### config.mk
export PLATFORM = sky130hd
export DESIGN_NAME = jtag_cmd_sequencer
export DESIGN_NICKNAME = d
export VERILOG_FILES = /design/src/rtl/jtag_cmd_sequencer.sv
export SDC_FILE = /design/constraint.sdc
export NUM_CORES = 1
export LEC_CHECK = 0
export CAP_MARGIN = 25
export CORE_ASPECT_RATIO = 1.1
export CORE_MARGIN = 4
export CORE_UTILIZATION = 40
export CTS_CLUSTER_DIAMETER = 120
export DETAILED_ROUTE_END_ITERATION = 10
export GPL_ROUTABILITY_DRIVEN = 0
export GPL_TIMING_DRIVEN = 1
export PLACE_DENSITY = 0.68
export SYNTH_ARGS = -nofsm -noshare
export SYNTH_HDL_FRONTEND = slang
export SYNTH_SLANG_ARGS = --single-unit
### constraint.sdc
create_clock -name clk -period 2.6 [get_ports clk]
set_input_delay 0.39 -clock clk [delete_from_list [all_inputs] [get_ports clk]]
set_output_delay 0.39 -clock clk [all_outputs]
set_load 0.05 [all_outputs]
### src/rtl/jtag_cmd_sequencer.sv
// Host command front-end for the jtag shifter: parses header/payload bytes into two FWFT FIFOs
// and launches one shifter transaction at a time. Optional busy watchdog: JTAG_SEQ_TIMEOUT_EN.
module jtag_cmd_sequencer #(
    parameter int DATA_INSTRUCTION = 6,
    parameter int DATA_FIFO        = 8,
    parameter int FIFO_DEPTH       = 16,
    parameter int DATA_WORDS       = 4,
    parameter int TIMEOUT_CYCLES   = 4096
) (
    input  logic                        clk,
    input  logic                        rst_n,
    input  logic                        cmd_valid,
    output logic                        cmd_ready,
    input  logic [7:0]                  cmd_data,
    output logic                        op,
    output logic                        work,
    input  logic                        busy,
    output logic [DATA_INSTRUCTION-1:0] rdata_instruction,
    input  logic                        rd_instruction,
    output logic                        empty_instruction,
    output logic [DATA_FIFO-1:0]        rdata_data,
    input  logic                        rd_data,
    output logic                        empty_data,
    output logic                        done,
    output logic                        err
);
    localparam int AW = $clog2(FIFO_DEPTH);
    localparam int CW = $clog2(DATA_WORDS) + 1;

    if (FIFO_DEPTH < DATA_WORDS || (FIFO_DEPTH & (FIFO_DEPTH - 1)) != 0 || TIMEOUT_CYCLES < 2) begin : g_bad_cfg
        $error("jtag_cmd_sequencer: invalid parameter set");
    end

    typedef enum logic [2:0] {S_HDR, S_PAYLOAD, S_LAUNCH, S_WAIT_HI, S_WAIT_LO} state_e;

    state_e        state_q, state_d;
    logic          op_q, op_d, work_q, work_d, done_q, done_d, err_q, err_d;
    logic          cmd_ready_q, cmd_ready_d;
    logic [CW-1:0] cnt_q, cnt_d;
    logic [AW:0]   iw_ptr_q, iw_ptr_d, ir_ptr_q, ir_ptr_d;
    logic [AW:0]   dw_ptr_q, dw_ptr_d, dr_ptr_q, dr_ptr_d;
    logic          xfer, push_instr, push_data, pop_instr, pop_data, flush;

    logic [DATA_INSTRUCTION-1:0] imem [FIFO_DEPTH];
    logic [DATA_FIFO-1:0]        dmem [FIFO_DEPTH];

`ifdef JTAG_SEQ_TIMEOUT_EN
    localparam int TW = $clog2(TIMEOUT_CYCLES);
    logic [TW-1:0] to_cnt_q, to_cnt_d;
`endif

    // Pointers carry one extra wrap bit so equal indices distinguish full from empty.
    function automatic logic ptr_full(input logic [AW:0] wp, input logic [AW:0] rp);
        return (wp[AW] != rp[AW]) && (wp[AW-1:0] == rp[AW-1:0]);
    endfunction

    assign xfer              = cmd_valid && cmd_ready_q;
    assign empty_instruction = (iw_ptr_q == ir_ptr_q);
    assign empty_data        = (dw_ptr_q == dr_ptr_q);
    assign pop_instr         = rd_instruction && !empty_instruction;
    assign pop_data          = rd_data && !empty_data;
    assign rdata_instruction = empty_instruction ? '0 : imem[ir_ptr_q[AW-1:0]];
    assign rdata_data        = empty_data ? '0 : dmem[dr_ptr_q[AW-1:0]];

    always_comb begin
        // NOTE: every signal gets a default first so no path through the case infers a latch.
        state_d    = state_q;
        op_d       = op_q;
        cnt_d      = cnt_q;
        work_d     = 1'b0;
        done_d     = 1'b0;
        err_d      = 1'b0;
        push_instr = 1'b0;
        push_data  = 1'b0;
        flush      = 1'b0;
        case (state_q)
            S_HDR: if (xfer) begin
                if (cmd_data[6]) begin
                    err_d = 1'b1;
                end else if (cmd_data[7]) begin
                    op_d    = 1'b1;
                    cnt_d   = '0;
                    state_d = S_PAYLOAD;
                end else begin
                    op_d       = 1'b0;
                    push_instr = 1'b1;
                    state_d    = S_LAUNCH;
                end
            end
            S_PAYLOAD: if (xfer) begin
                push_data = 1'b1;
                cnt_d     = cnt_q + CW'(1);
                if (cnt_q == CW'(DATA_WORDS - 1)) state_d = S_LAUNCH;
            end
            S_LAUNCH: if (!busy) begin
                work_d  = 1'b1;
                state_d = S_WAIT_HI;
            end
            S_WAIT_HI: if (busy) state_d = S_WAIT_LO;
            S_WAIT_LO: if (!busy) begin
                done_d  = 1'b1;
                state_d = S_HDR;
            end
            default: state_d = S_HDR;
        endcase

`ifdef JTAG_SEQ_TIMEOUT_EN
        to_cnt_d = '0;
        if (state_q == S_WAIT_HI || state_q == S_WAIT_LO) begin
            if (to_cnt_q == TW'(TIMEOUT_CYCLES - 1)) begin
                flush   = 1'b1;
                err_d   = 1'b1;
                done_d  = 1'b0;
                state_d = S_HDR;
            end else begin
                to_cnt_d = to_cnt_q + TW'(1);
            end
        end
        if (state_d != state_q) to_cnt_d = '0;
`endif

        iw_ptr_d = iw_ptr_q + (AW+1)'(push_instr);
        ir_ptr_d = ir_ptr_q + (AW+1)'(pop_instr);
        dw_ptr_d = dw_ptr_q + (AW+1)'(push_data);
        dr_ptr_d = dr_ptr_q + (AW+1)'(pop_data);
        if (flush) begin
            iw_ptr_d = '0;
            ir_ptr_d = '0;
            dw_ptr_d = '0;
            dr_ptr_d = '0;
        end

        // Ready is registered, so it looks ahead at next state and next fill level.
        cmd_ready_d = (state_d == S_HDR     && !ptr_full(iw_ptr_d, ir_ptr_d)) ||
                      (state_d == S_PAYLOAD && !ptr_full(dw_ptr_d, dr_ptr_d));
    end

    always_ff @(posedge clk or negedge rst_n) begin
        if (!rst_n) begin
            state_q     <= S_HDR;
            op_q        <= 1'b0;
            work_q      <= 1'b0;
            done_q      <= 1'b0;
            err_q       <= 1'b0;
            cmd_ready_q <= 1'b0;
            cnt_q       <= '0;
            iw_ptr_q    <= '0;
            ir_ptr_q    <= '0;
            dw_ptr_q    <= '0;
            dr_ptr_q    <= '0;
`ifdef JTAG_SEQ_TIMEOUT_EN
            to_cnt_q    <= '0;
`endif
        end else begin
            state_q     <= state_d;
            op_q        <= op_d;
            work_q      <= work_d;
            done_q      <= done_d;
            err_q       <= err_d;
            cmd_ready_q <= cmd_ready_d;
            cnt_q       <= cnt_d;
            iw_ptr_q    <= iw_ptr_d;
            ir_ptr_q    <= ir_ptr_d;
            dw_ptr_q    <= dw_ptr_d;
            dr_ptr_q    <= dr_ptr_d;
`ifdef JTAG_SEQ_TIMEOUT_EN
            to_cnt_q    <= to_cnt_d;
`endif
        end
    end

    // NOTE: storage arrays have no reset; the reset pointers alone define which entries are valid.
    always_ff @(posedge clk) begin
        if (push_instr) imem[iw_ptr_q[AW-1:0]] <= cmd_data[DATA_INSTRUCTION-1:0];
        if (push_data)  dmem[dw_ptr_q[AW-1:0]] <= cmd_data[DATA_FIFO-1:0];
    end

    assign cmd_ready = cmd_ready_q;
    assign op        = op_q;
    assign work      = work_q;
    assign done      = done_q;
    assign err       = err_q;
endmodule
== Yosys cells after proc, flatten, opt, wreduce, memory -nomap -nowiden ==
Memory sizes are Yosys's and may differ from the RTL's.
Index checks and enable logic that the tools add are counted.

* Register bits: 31
* Bits in writable memories: 224
* Input port bits: 14
* Logic and storage cells: 85
* Memories: 2

* Add/sub/neg operators: 5
* Eq/ne operators: 16
* Mux-type cells: 33
* Bitwise logic cells: 1
* Reductions and logical operators: 17

{| class="wikitable"
|+ Memory list
! memory !! words !! bits a word !! rd ports !! clocked after Yosys merged registers in !! write ports !! line !! text
|-
| dmem || 16 || 8 || 1 || 0 || 1 || 45 || <nowiki>logic [DATA_FIFO-1:0] dmem [FIFO_DEPTH];</nowiki>
|-
| imem || 16 || 6 || 1 || 0 || 1 || 44 || <nowiki>logic [DATA_INSTRUCTION-1:0] imem [FIFO_DEPTH];</nowiki>
|}

{| class="wikitable"
|+ Operators by type and width
! operator !! count
|-
| $mux 3 || 11
|-
| $add 5x1->5 || 4
|-
| $mux 1 || 17
|-
| $pmux 3 s5 || 1
|-
| $eq 5x5->1 || 2
|-
| $eq 3x2->1 const B || 3
|-
| $eq 4x4->1 || 2
|-
| $mux 8 || 1
|-
| $ne 2x2->1 const B || 4
|-
| $logic_and 1x1->1 || 7
|-
| $eq 3x1->1 const B || 2
|-
| $logic_not 3->1 || 2
|-
| $mux 6 || 1
|-
| $pmux 3 s2 || 1
|-
| $reduce_and 5->1 || 1
|-
| $logic_not 1->1 || 4
|-
| $add 3x1->3 const B || 1
|-
| $eq 3x3->1 const B || 1
|-
| $reduce_and 3->1 || 1
|-
| $mux 2 || 1
|-
| $ne 1x1->1 || 2
|-
| $reduce_bool 2->1 || 1
|-
| $logic_or 1x1->1 || 1
|-
| $not 1->1 || 1
|}

== Longest topological paths before layout ==
Gate-level depths: netlist of the first run.

* Depth in word-level cells: 10
* Depth in mapped cells: 12
* Depth with buffers taken out: 11

== Least setup slack after synthesis of the first run ==
Ideal clock, no wire load.

* Path type: flip-flop to flip-flop
* From: reg ir_ptr_q[0]
* To: reg cmd_ready_q, in the netlist cmd_ready
* Setup time: 148 ps
* Arrival time: 3091 ps
* Data required time: 2452 ps
* Path slack: -640 ps
* Stages on the path, launching flop included: 13
* Path through: dfrtp_1 -> buf_2 -> buf_2 -> xor2_1 -> nor3_2 -> nor2b_1 -> ha_1 -> ha_1 -> xnor2_1 -> xnor2_1 -> nand3_1 -> nor4b_1 -> a311oi_2

* Longest elaborated chain between the ends: 9

{| class="wikitable"
|+ RTL lines
! element !! line !! text
|-
| start: declaration || 40 || <nowiki>logic [AW:0] iw_ptr_q, iw_ptr_d, ir_ptr_q, ir_ptr_d;</nowiki>
|-
| start signal: assignment || 163 || <nowiki>ir_ptr_q <= ir_ptr_d;</nowiki>
|-
| $eq 5x5->1 * || 58 || <nowiki>assign empty_instruction = (iw_ptr_q == ir_ptr_q);</nowiki>
|-
| named net empty_instruction || 20 || <nowiki>output logic empty_instruction,</nowiki>
|-
| $logic_not 1->1 * || 60 || <nowiki>assign pop_instr = rd_instruction && !empty_instruction;</nowiki>
|-
| $logic_and 1x1->1 * || 60 ||
|-
| $add 5x1->5 * || 123 || <nowiki>ir_ptr_d = ir_ptr_q + (AW+1)'(pop_instr);</nowiki>
|-
| $eq 4x4->1 / $ne 1x1->1 (equally long branches) || 54 || <nowiki>return (wp[AW] != rp[AW]) && (wp[AW-1:0] == rp[AW-1:0]);</nowiki>
|-
| $logic_and 1x1->1 * || 54 ||
|-
| $logic_not 1->1 * || 134 || <nowiki>cmd_ready_d = (state_d == S_HDR && !ptr_full(iw_ptr_d, ir_ptr_d)) ||</nowiki>
|-
| $logic_and 1x1->1 * || 134 ||
|-
| $logic_or 1x1->1 * || 134 ||
|-
| named net cmd_ready_d || 38 || <nowiki>logic cmd_ready_q, cmd_ready_d;</nowiki>
|-
| end signal: assignment || 160 || <nowiki>cmd_ready_q <= cmd_ready_d;</nowiki>
|-
| end: declaration || 38 ||
|}

The timed path passes the listed nets; every way through them passes the cells marked *.
A chain may end at the register's enable or synchronous reset.

== Worst setup path in the final report of the first run ==
* From: reg dr_ptr_q[0]
* To: out rdata_data[3]

* Longest elaborated chain between the ends: 2

{| class="wikitable"
|+ RTL lines
! element !! line !! text
|-
| start: declaration || 41 || <nowiki>logic [AW:0] dw_ptr_q, dw_ptr_d, dr_ptr_q, dr_ptr_d;</nowiki>
|-
| start signal: assignment || 165 || <nowiki>dr_ptr_q <= dr_ptr_d;</nowiki>
|-
| $mem_v2 16x8 / $eq 5x5->1 (equally long branches) || n/a ||
|-
| $mux 8 * || 63 || <nowiki>assign rdata_data = empty_data ? '0 : dmem[dr_ptr_q[AW-1:0]];</nowiki>
|-
| end: declaration || 21 || <nowiki>output logic [DATA_FIFO-1:0] rdata_data,</nowiki>
|}

Mark *: on every way between the ends. The rest lies on a longest branch, timed or not.

==> impl_results.md, run 1 <==
* Sequential area share after synthesis at 0.734
* Failing checks: setup timing
* Die W at 160 microns
* Synth area leader: edfxtp_1
* Crit path DAT at 2270 ps
* First-pass GRT wire length at 33500 microns
* Via count of the routed design at 5321
* Ys async rst share at 0.122
* DP Worst Slack at -420 ps
* Setup Viol. Count Final at 11
* Core box area at 0.0252 sq mm
* Largest net degree at the start of global routing at 35
* Max IR drop VDD at 0.00122 V
* Setup crit start kind: flop
* Required time worst endpoint at 2210 ps
* Post-synthesis cell count at 535
* Lkg Pwr at 4.31 nW
* Final hold vios at 0
* Drt initial violations at 395
* Final core occ at 0.507
* Reg clk slew, reported paths at 60 ps
* Cell row count at 61
* Slew at the pin with the worst max-slew slack at 505 ps
* Cell Area, Placed at 0.0115 sq mm
* Residual DRC count at 0
* Mapped Area at between 0.01 and 0.015 sq mm
* Worst Setup Path Type: flop to primary output
* Total Routing Usage GR at 0.153
* DR pass1 iterations at 4
* Placed wire-length estimate at 13700 microns
* H-tree levels at 1
* Critical path origin: dr_ptr_q[0]$_DFF_PN0_
* Vias in the first global route at about 5800
* Most common library cells after synthesis: 224 x edfxtp_1, 56 x mux4_2, 31 x dfrtp_1
* Max-capacitance violation count at 0
* Clock Latency Late Sink at 520 ps
* Grt total ovfl at 0
* CP Capture Type: primary output
* CTS sink cnt at ~260
* Most common cell in the netlist: edfxtp_1
* Pwr dens at ~1200 mW/mm^2
* Mean Syn Cell Area at 19.1 sq um
* Post-synth net total at 559
* CTS tree: yes
* Antenna viol nets, final at 0
* Inserted Clock Buffers at 26
* RR Endpoint: cmd_ready$_DFF_PN0_
* Cells on worst reg2reg path at 11
* Final setup margin at -60.0 ps
* Status: finished, violations left
* Top post-synthesis cells by area: edfxtp_1 66%, mux4_2 12%, dfrtp_1 7.6%
* Netlist cell types at 38
* Antenna violations before repair at 0
* Final net count at 670
* Fin area at around 0.013 sq mm
* Wirelength per Cell at 21.8 microns
* Max frequency at between 300 and 400 MHz
* Worst reg2reg startpoint: ir_ptr_q[0]$_DFF_PN0_
* Fin. max-slew vios at 0
* Starting density of the core at 0.406
* Hold Crit Class: input pin to async pin
* Total Wirelength at 21300 microns
* Fin crit share at 1.02
* Skew final at 10.4 ps
* CTS root buf: clkbuf_16
* Hold buffers post-CTS at 0
* Crit-path max FO at 10
* Layout area overhead at 25.0%
* Synth warnings at 0
* Worst Setup EP: rdata_data[3]
* Ys flop type: edfxtp_1
* RSZ-0062 raised after global routing: yes
* I/O Pins at 35
* Total power at 15.0 mW
* Synthesis-stage register bit count at 255
* R2R setup slack at ~100 ps
* Post-synth EDFFs at approximately 220
* Die footprint at 0.0282 sq mm
* Layout cell share with drive strength beyond 1 at 0.386
* Tmin final at 2660 ps
* Max-slew headroom at 0.662
* Ant diodes at 0
* Maximum clock insertion buffer count at 3
* Area share of the largest cell type after synthesis at 0.658
* Port Buffers at 34
* Die H at between 150 and 200 microns
* Via/cell ratio at between 5 and 6
-- metrics by stage --
step / hold slack, ps / instances / setup TNS [ps]
2_1_floorplan: 94.4 / 535 / -160
3_3_place_gp: 483 / 923 / -558
3_5_place_dp: 494 / 923 / -1200
4_1_cts: 252 / 976 / -995
5_1_grt: 277 / 979 / -1400
6_report: 261 / 979 / -345
-- final cells by class --
| class | instances | area (sq um) |
|---|---|---|
| Fill cell | 1992 | 12400 |
| Sequential cell | 255 | 7500 |
| Multi-Input combinational cell | 244 | 2870 |
| Timing Repair Buffer | 114 | 1150 |
| Clock buffer | 35 | 706 |
| Tap cell | 315 | 394 |
| Clock inverter | 11 | 130 |
| Inverter | 5 | 18.8 |
-- state kept, by name, summed over array words and instances (netlist names) --
register	flops
dmem	128
imem	96
dr_ptr_q	5
dw_ptr_q	5
ir_ptr_q	5
iw_ptr_q	5
cnt_q	3
state_q	3
cmd_ready	1
done	1
err	1
op	1
work	1
-- metal layers --
| metal | up-vias | share of wire | global-route usage |
|---|---|---|---|
| met5 | - | 0 | 0 |
| li1 | 2374 | - | - |
| met2 | 156 | 0.51 | 0.262 |
| met3 | 39 | 0.049 | 0.0272 |
| met4 | 0 | 0.024 | 0.0441 |
| met1 | 2752 | 0.41 | 0.202 |
-- kinds of logic (layout without fill, tap and decap cells) --
kind of cell               after synthesis  after routing  share of synthesized area
buffers and inverters                   36            165                     0.0151
adders and majority gates               10             10                     0.0122
and+or+nand+nor                         95             95                     0.0523
DFF                                    255            255                      0.734
xor gates and xnor gates                34             34                     0.0291
AOI/OAI and AO/OA                       49             49                     0.0337
muxes                                   56             56                      0.123
-- report_power, final --
group / internal (mW) / total, mW / switching [mW]
registers: 4.74 / 4.99 / 0.246
clock network: 2.19 / 3.66 / 1.47
logic: 2.90 / 6.37 / 3.47
-- worst max-delay path: stages (launching register included) --
cell,delay [ps]
dfrtp_2,470
buf_12,180
mux4_2,550
a22oi_2,250
a21oi_2,120
buf_12,160
-- how the worst min path moves through the flow --
| stage | to | slack [ps] | cells after the start |
|---|---|---|---|
| after floorplan | cmd_ready$_DFF_PN0_ | 90 | 0 |
| after global placement | cnt_q[2]$_DFFE_PN0P_ | 480 | 2 |
| after detailed placement | cnt_q[2]$_DFFE_PN0P_ | 490 | 2 |
| after CTS | err$_DFF_PN0_ | 250 | 2 |
| after global routing | cnt_q[0]$_DFFE_PN0P_ | 280 | 2 |
| final | cnt_q[2]$_DFFE_PN0P_ | 260 | 2 |
-- cell usage in the layout, fill, tap and decap left out, types with 13 or more instances in the layout --
| cell type | instances |
|---|---|
| clkbuf_16 | 28 |
| nand3_1 | 17 |
| buf_12 | 16 |
| mux4_2 | 56 |
| edfxtp_1 | 224 |
| xnor2_1 | 15 |
| buf_4 | 71 |
| a22oi_2 | 24 |
| nor2_1 | 22 |
| nand2_1 | 13 |
| xor2_1 | 14 |
| a21oi_2 | 14 |
| dfrtp_1 | 29 |
| clkdlybuf4s50_1 | 18 |
-- timing repair --
item / 4_1_cts / 5_1_grt
resized for setup: 45 / 26
gates cloned: 2 / 1
setup buffers: 5 / 4
endpoints found under the setup margin: 14 / 15
pin swaps: 10 / 18
(Power assumes the default switching activity.)
==> inputs of run 2 (changes only) <==
--- a/config.mk
+++ b/config.mk
@@ -17,3 +17,4 @@
 export SYNTH_ARGS = -nofsm -noshare
 export SYNTH_HDL_FRONTEND = slang
 export SYNTH_SLANG_ARGS = --single-unit
+export TNS_END_PERCENT = 1
==> run 2 against run 1 <==
Against the previous run:
- the run still ends with setup timing left
- clock power rose by 6.6%
- die area did not move
- non-clock buffer count rose by 10
- worst setup slack improved by 23 ps
- routed wire length rose by 3.5%
- largest cell class unchanged
- largest power group unchanged
==> impl_results.md, run 2 (synthesis results as in run 1) <==
* Die footprint at 0.0282 sq mm
* Status: finished, violations left
* Clock Latency Late Sink at 520 ps
* Layout cell share with drive strength beyond 1 at 0.399
* Failing checks: setup timing
* Slew at the pin with the worst max-slew slack at 652 ps
* Ant diodes at 0
* Cell row count at 61
* RSZ-0062 raised after global routing: yes
* Max-slew headroom at 0.564
* Reg power frac at 0.321
* Fin crit share at 1.01
* Pwr dens at about 1200 mW/mm^2
* Grt total ovfl at 0
* Starting density of the core at 0.406
* Max frequency at between 300 and 400 MHz
* Drt initial violations at 422
* Max-capacitance violation count at 0
* Lkg Pwr at 4.41 nW
* Crit-path max FO at 11
* I/O Pins at 35
* CP Capture Type: primary output
* H-tree levels at 1
* CTS sink cnt at 255
* Antenna viol nets, final at 0
* Max reg flops at between 100 and 150
* Maximum clock insertion buffer count at 3
* DR pass1 iterations at 5
* Most frequent cells in the layout: 224 x edfxtp_1, 81 x buf_4, 56 x mux4_2
* Worst Setup Path Type: flop to primary output
* CTS tree: yes
* Combinational power share at 0.426
* Internal Power at ~10 mW
* Die W at between 150 and 200 microns
* Reg clk slew, reported paths at 60 ps
* Die H at 176 microns
* Skew final at 11.5 ps
* Residual DRC count at 0
* Hold Crit Class: input pin to async pin
* Via count of the routed design at between 5000 and 6000
* Core box area at 0.0252 sq mm
* Port Buffers at 34
* Hold buffers post-CTS at 0
* Antenna violations before repair at 0
* Switching part of the total power at 0.342
* Vias in the first global route at 5844
* Final TNS setup at -175 ps
* Power share of the clock group at 0.253
* Setup crit start kind: flop
* Max IR drop VDD at roughly 0.0016 V
* Largest net degree at the start of global routing at 33
* Via/cell ratio at 5.47
* Wirelength per Cell at 22.3 microns
* Final net count at 681
* Placed wire-length estimate at 13800 microns
* NetSw at 5.27 mW
* Fin. max-slew vios at 0
* CTS root buf: clkbuf_16
* Total Wirelength at about 22000 microns
* Fill cells at just over 2000
* Final hold vios at 0
* Inserted Clock Buffers at 27
* Tmin final at between 2000 and 3000 ps
* Setup Viol. Count Final at 8
* First-pass GRT wire length at 34400 microns
* Final setup margin at -36.7 ps
* Commonest non-fill, non-tap cell in the layout: edfxtp_1
* Layout area overhead at 26.4%
* Total Routing Usage GR at 0.158
* Total power at around 15 mW
* Crit path DAT at 2250 ps
* Required time worst endpoint at 2210 ps
[run 2: changes by cell type in the layout (fill, tap and decap cells not counted), sizes merged]
cell	delta
clkbuf	-3
clkinv	+2
clkinvlp	-2
bufinv	+2
buf	+11
inv	+1
[run 2: timing repair]
item | 4_1_cts | 5_1_grt
buffers inserted | 12 | 0
gates resized for setup | 48 | 16
endpoints found under the setup margin | 14 | 15
endpoints found under the hold margin | 0 | 0
gates cloned | 3 | 0
pin swaps | 16 | 15
[run 2: layer usage]
metal	vias to the layer above	global-route usage	share of wire	wire length (microns)
li1	2402	-	-	-
met1	2813	0.210	0.41	9090
met2	155	0.268	0.51	11300
met4	0	0.0502	0.030	666
met5	-	0	0	0
met3	43	0.0270	0.047	1050
[run 2: area by class of cell]
class / count / area (sq um) / share of cell area
Sequential cell: 255 / 7500 / 0.581
Multi-Input combinational cell: 244 / 2860 / 0.222
Timing Repair Buffer: 124 / 1240 / 0.0959
Clock buffer: 33 / 698 / 0.0541
Tap cell: 315 / 394 / 0.0305
Clock inverter: 14 / 198 / 0.0153
Inverter: 5 / 18.8 / 0.00145
[run 2: final timing paths]
check	slack [ps]	endpoint	cells past startpoint	startpoint
worst max-delay path	-40	rdata_data[1]	5	dr_ptr_q[0]$_DFF_PN0_
worst min-delay path	260	err$_DFF_PN0_	2	rst_n
worst max register to register	110	cmd_ready$_DFF_PN0_	10	dr_ptr_q[0]$_DFF_PN0_
worst min register to register	500	op$_DFFE_PN0P_	2	op$_DFFE_PN0P_
max in group asynchronous	2010	dr_ptr_q[0]$_DFF_PN0_	2	rst_n
min in group clk	500	op$_DFFE_PN0P_	2	op$_DFFE_PN0P_
[run 2: through the flow]
stage | setup slack (ps) | util | std cells | cell area, sq um | hold slack (ps)
2_1_floorplan | -160 | - | 535 | 10300 | 94.4
3_3_place_gp | -302 | 0.459 | 930 | 11600 | 481
3_5_place_dp | -416 | 0.459 | 930 | 11600 | 486
4_1_cts | -72.4 | 0.512 | 992 | 12900 | 263
5_1_grt | -103 | 0.513 | 990 | 12900 | 294
6_report | -36.7 | 0.513 | 990 | 12900 | 263
[run 2: critical path, stage by stage (launching register included)]
cell and delay, ps:
dfrtp_2 450, buf_12 180, mux4_2 560, a22oi_2 250, a21oi_2 110, buf_12 160
[run 2: power by group through the flow]
stage	registers (mW)	clock network, mW	logic [mW]
2_1_floorplan	5.00	0	3.73
3_3_place_gp	5.00	0	5.52
3_5_place_dp	5.02	0	5.60
4_1_cts	4.95	3.97	6.51
5_1_grt	4.97	4.16	6.91
6_report	4.95	3.90	6.55
==> inputs of run 3 (changes only) <==
--- a/config.mk
+++ b/config.mk
@@ -8,12 +8,13 @@
 export CAP_MARGIN = 25
 export CORE_ASPECT_RATIO = 1.1
 export CORE_MARGIN = 4
-export CORE_UTILIZATION = 40
+export CORE_UTILIZATION = 45
 export CTS_CLUSTER_DIAMETER = 120
+export CTS_CLUSTER_SIZE = 25
 export DETAILED_ROUTE_END_ITERATION = 10
 export GPL_ROUTABILITY_DRIVEN = 0
 export GPL_TIMING_DRIVEN = 1
-export PLACE_DENSITY = 0.68
+export PLACE_DENSITY = 0.74
 export SYNTH_ARGS = -nofsm -noshare
 export SYNTH_HDL_FRONTEND = slang
 export SYNTH_SLANG_ARGS = --single-unit
==> run 3 against run 2 <==
Against the previous run:
- the run still ends with setup timing left
- clock skew rose by 6.4 ps
- combinational power fell by 4.9%
- register-to-register slack got worse by 20 ps
- die area fell by 11%
- via count fell by 1.1%
- total power fell by 12%
- non-clock buffer count fell by 7
- critical path type unchanged
- highest routed layer unchanged
==> impl_results.md, run 3 (synthesis results as in run 1) <==
* Status: finished, violations left
* Failing checks: setup timing
* RSZ-0062 raised after global routing: yes
* Tmin final at 2630 ps
* Hold buffers post-CTS at 0
* Crit-path max FO at 7
* CP bufs+invs at 3
* Die footprint at 0.0252 sq mm
* Vias in the first global route at 5700
* Max frequency at 380 MHz
* Total Wirelength at 21100 microns
* Fin crit share at 1.01
* Pwr dens at approximately 1100 mW/mm^2
* Inserted Clock Buffers at 14
* Antenna viol nets, final at 0
* Final net count at 661
* Via count of the routed design at between 5000 and 6000
* Setup crit start kind: flop
* Crit path DAT at about 2200 ps
* Cell Area, Placed at 0.0115 sq mm
* Power share of the clock group at 0.173
* Max-slew headroom at 0.590
* Layout cell share with drive strength beyond 1 at 0.358
* CP peak stage delay at about 520 ps
* Placed wire-length estimate at 13500 microns
* Most frequent cells in the layout: 224 x edfxtp_1, 80 x buf_4, 56 x mux4_2
* First-pass GRT wire length at 33200 microns
* CP Capture Type: primary output
* RR Endpoint: cmd_ready$_DFF_PN0_
* Combinational power share at 0.460
* Port Buffers at 34
* Cell family with most CP delay: multiplexers
* Fin area at between 0.01 and 0.015 sq mm
* Maximum clock insertion buffer count at 3
* Critical-path cell list: buf_12 > buf_16 > mux4_2 > a22oi_1 > a21oi_2 > buf_12
* Largest net degree at the start of global routing at 33
* Internal Power at a little under 9 mW
* CTS sink cnt at 255
* Worst reg2reg startpoint: state_q[1]$_DFF_PN0_
* Fill cells at 1721
* R2R setup slack at 90 ps
* FF/Latch Area at between 0.007 and 0.008 sq mm
* Via/cell ratio at 5.69
* Setup Viol. Count Final at 5
* Clock Latency Late Sink at about 480 ps
* Commonest non-fill, non-tap cell in the layout: edfxtp_1
* Max IR drop VDD at ~0.0022 V
* Final setup margin at -30.5 ps
* NetSw at 4.89 mW
* Cell row count at 57
* Lkg Pwr at 4.12 nW
* Worst Setup Path Type: flop to primary output
* Layout area overhead at 20.2%
* Total Routing Usage GR at 0.172
* Worst path slowest cell: mux4_2
* Switching part of the total power at 0.361
* CTS tree: yes
* Total power at about 14 mW
* Worst path most repeated cell: buf_12
* Final TNS setup at -67.7 ps
* Required time worst endpoint at 2210 ps
* Reg power frac at 0.367
* H-tree levels at 1
* Area of the multi-input gates at 0.00282 sq mm
* Skew final at around 18 ps
* I/O Pins at 35
* Wirelength per Cell at between 20 and 25 microns
* Drt initial violations at 420
* Ant diodes at 0
* Max-capacitance violation count at 0
* Final hold vios at 0
* Hold Crit Class: input pin to async pin
* Grt total ovfl at 0
* Core box area at 0.0223 sq mm
* Cells on worst reg2reg path at 10
* Slew at the pin with the worst max-slew slack at 613 ps
* Die W at between 150 and 200 microns
* Antenna violations before repair at 0
* Starting density of the core at 0.459
* Die H at 166 microns
* Max reg flops at 128
* CTS root buf: clkbuf_16
* Fin. max-slew vios at 0
* Residual DRC count at 0
* Reg clk slew, reported paths at 100 ps
* DR pass1 iterations at 7
## run 3: cell count changes in the layout (fill, tap and decap cells not counted), sizes merged
cell,previous run,this run
clkinv,8,0
bufinv,5,0
clkbuf,33,23
buf,106,99
## run 3: worst max-delay path by stage
stage	startpoint	to	slack (ps)	cells after the start
finish	dr_ptr_q[0]$_DFF_PN0_	rdata_data[5]	-30	6
global route	dr_ptr_q[0]$_DFF_PN0_	rdata_data[7]	-110	6
CTS	dr_ptr_q[0]$_DFF_PN0_	rdata_data[7]	-70	6
detailed placement	cmd_data[7]	cmd_ready$_DFF_PN0_	-460	10
global placement	cmd_data[7]	cmd_ready$_DFF_PN0_	-330	10
floorplan	ir_ptr_q[0]$_DFF_PN0_	cmd_ready$_DFF_PN0_	-160	12
## run 3: metrics by stage
stage,util,hold slack [ps],setup slack [ps],instances
2_1_floorplan,-,94.4,-160,535
3_3_place_gp,0.518,483,-332,908
3_5_place_dp,0.518,488,-456,908
4_1_cts,0.547,296,-71.2,939
5_1_grt,0.552,314,-106,940
6_report,0.552,291,-30.5,940
## run 3: power by group through the flow
stage               Sequential (mW)  Combinational [mW]  Clock, mW
floorplan                      5.00                3.73          0
global placement               5.01                5.47          0
detailed placement             5.03                5.54          0
CTS                            4.96                6.02       2.39
global route                   5.00                6.58       2.57
finish                         4.96                6.23       2.34
## run 3: repair_timing
item,CTS,global route
pin swaps,8,14
endpoints found under the setup margin,15,15
buffers inserted,4,1
gates cloned,3,0
resized for setup,28,20
## run 3: metal layers
metal  part of all wire  GRT usage
met1               0.40      0.243
met2               0.52      0.287
met3              0.053     0.0213
met4              0.018     0.0391
met5                  0          0
## run 3: layout make-up
class                      instances  area share
clock buffer                      23      0.0330
clock inverter                     1     0.00163
inverter                           5     0.00153
multi-input combinational        244       0.229
sequential                       255       0.611
tap                              295      0.0300
timing repair buffer             117      0.0935
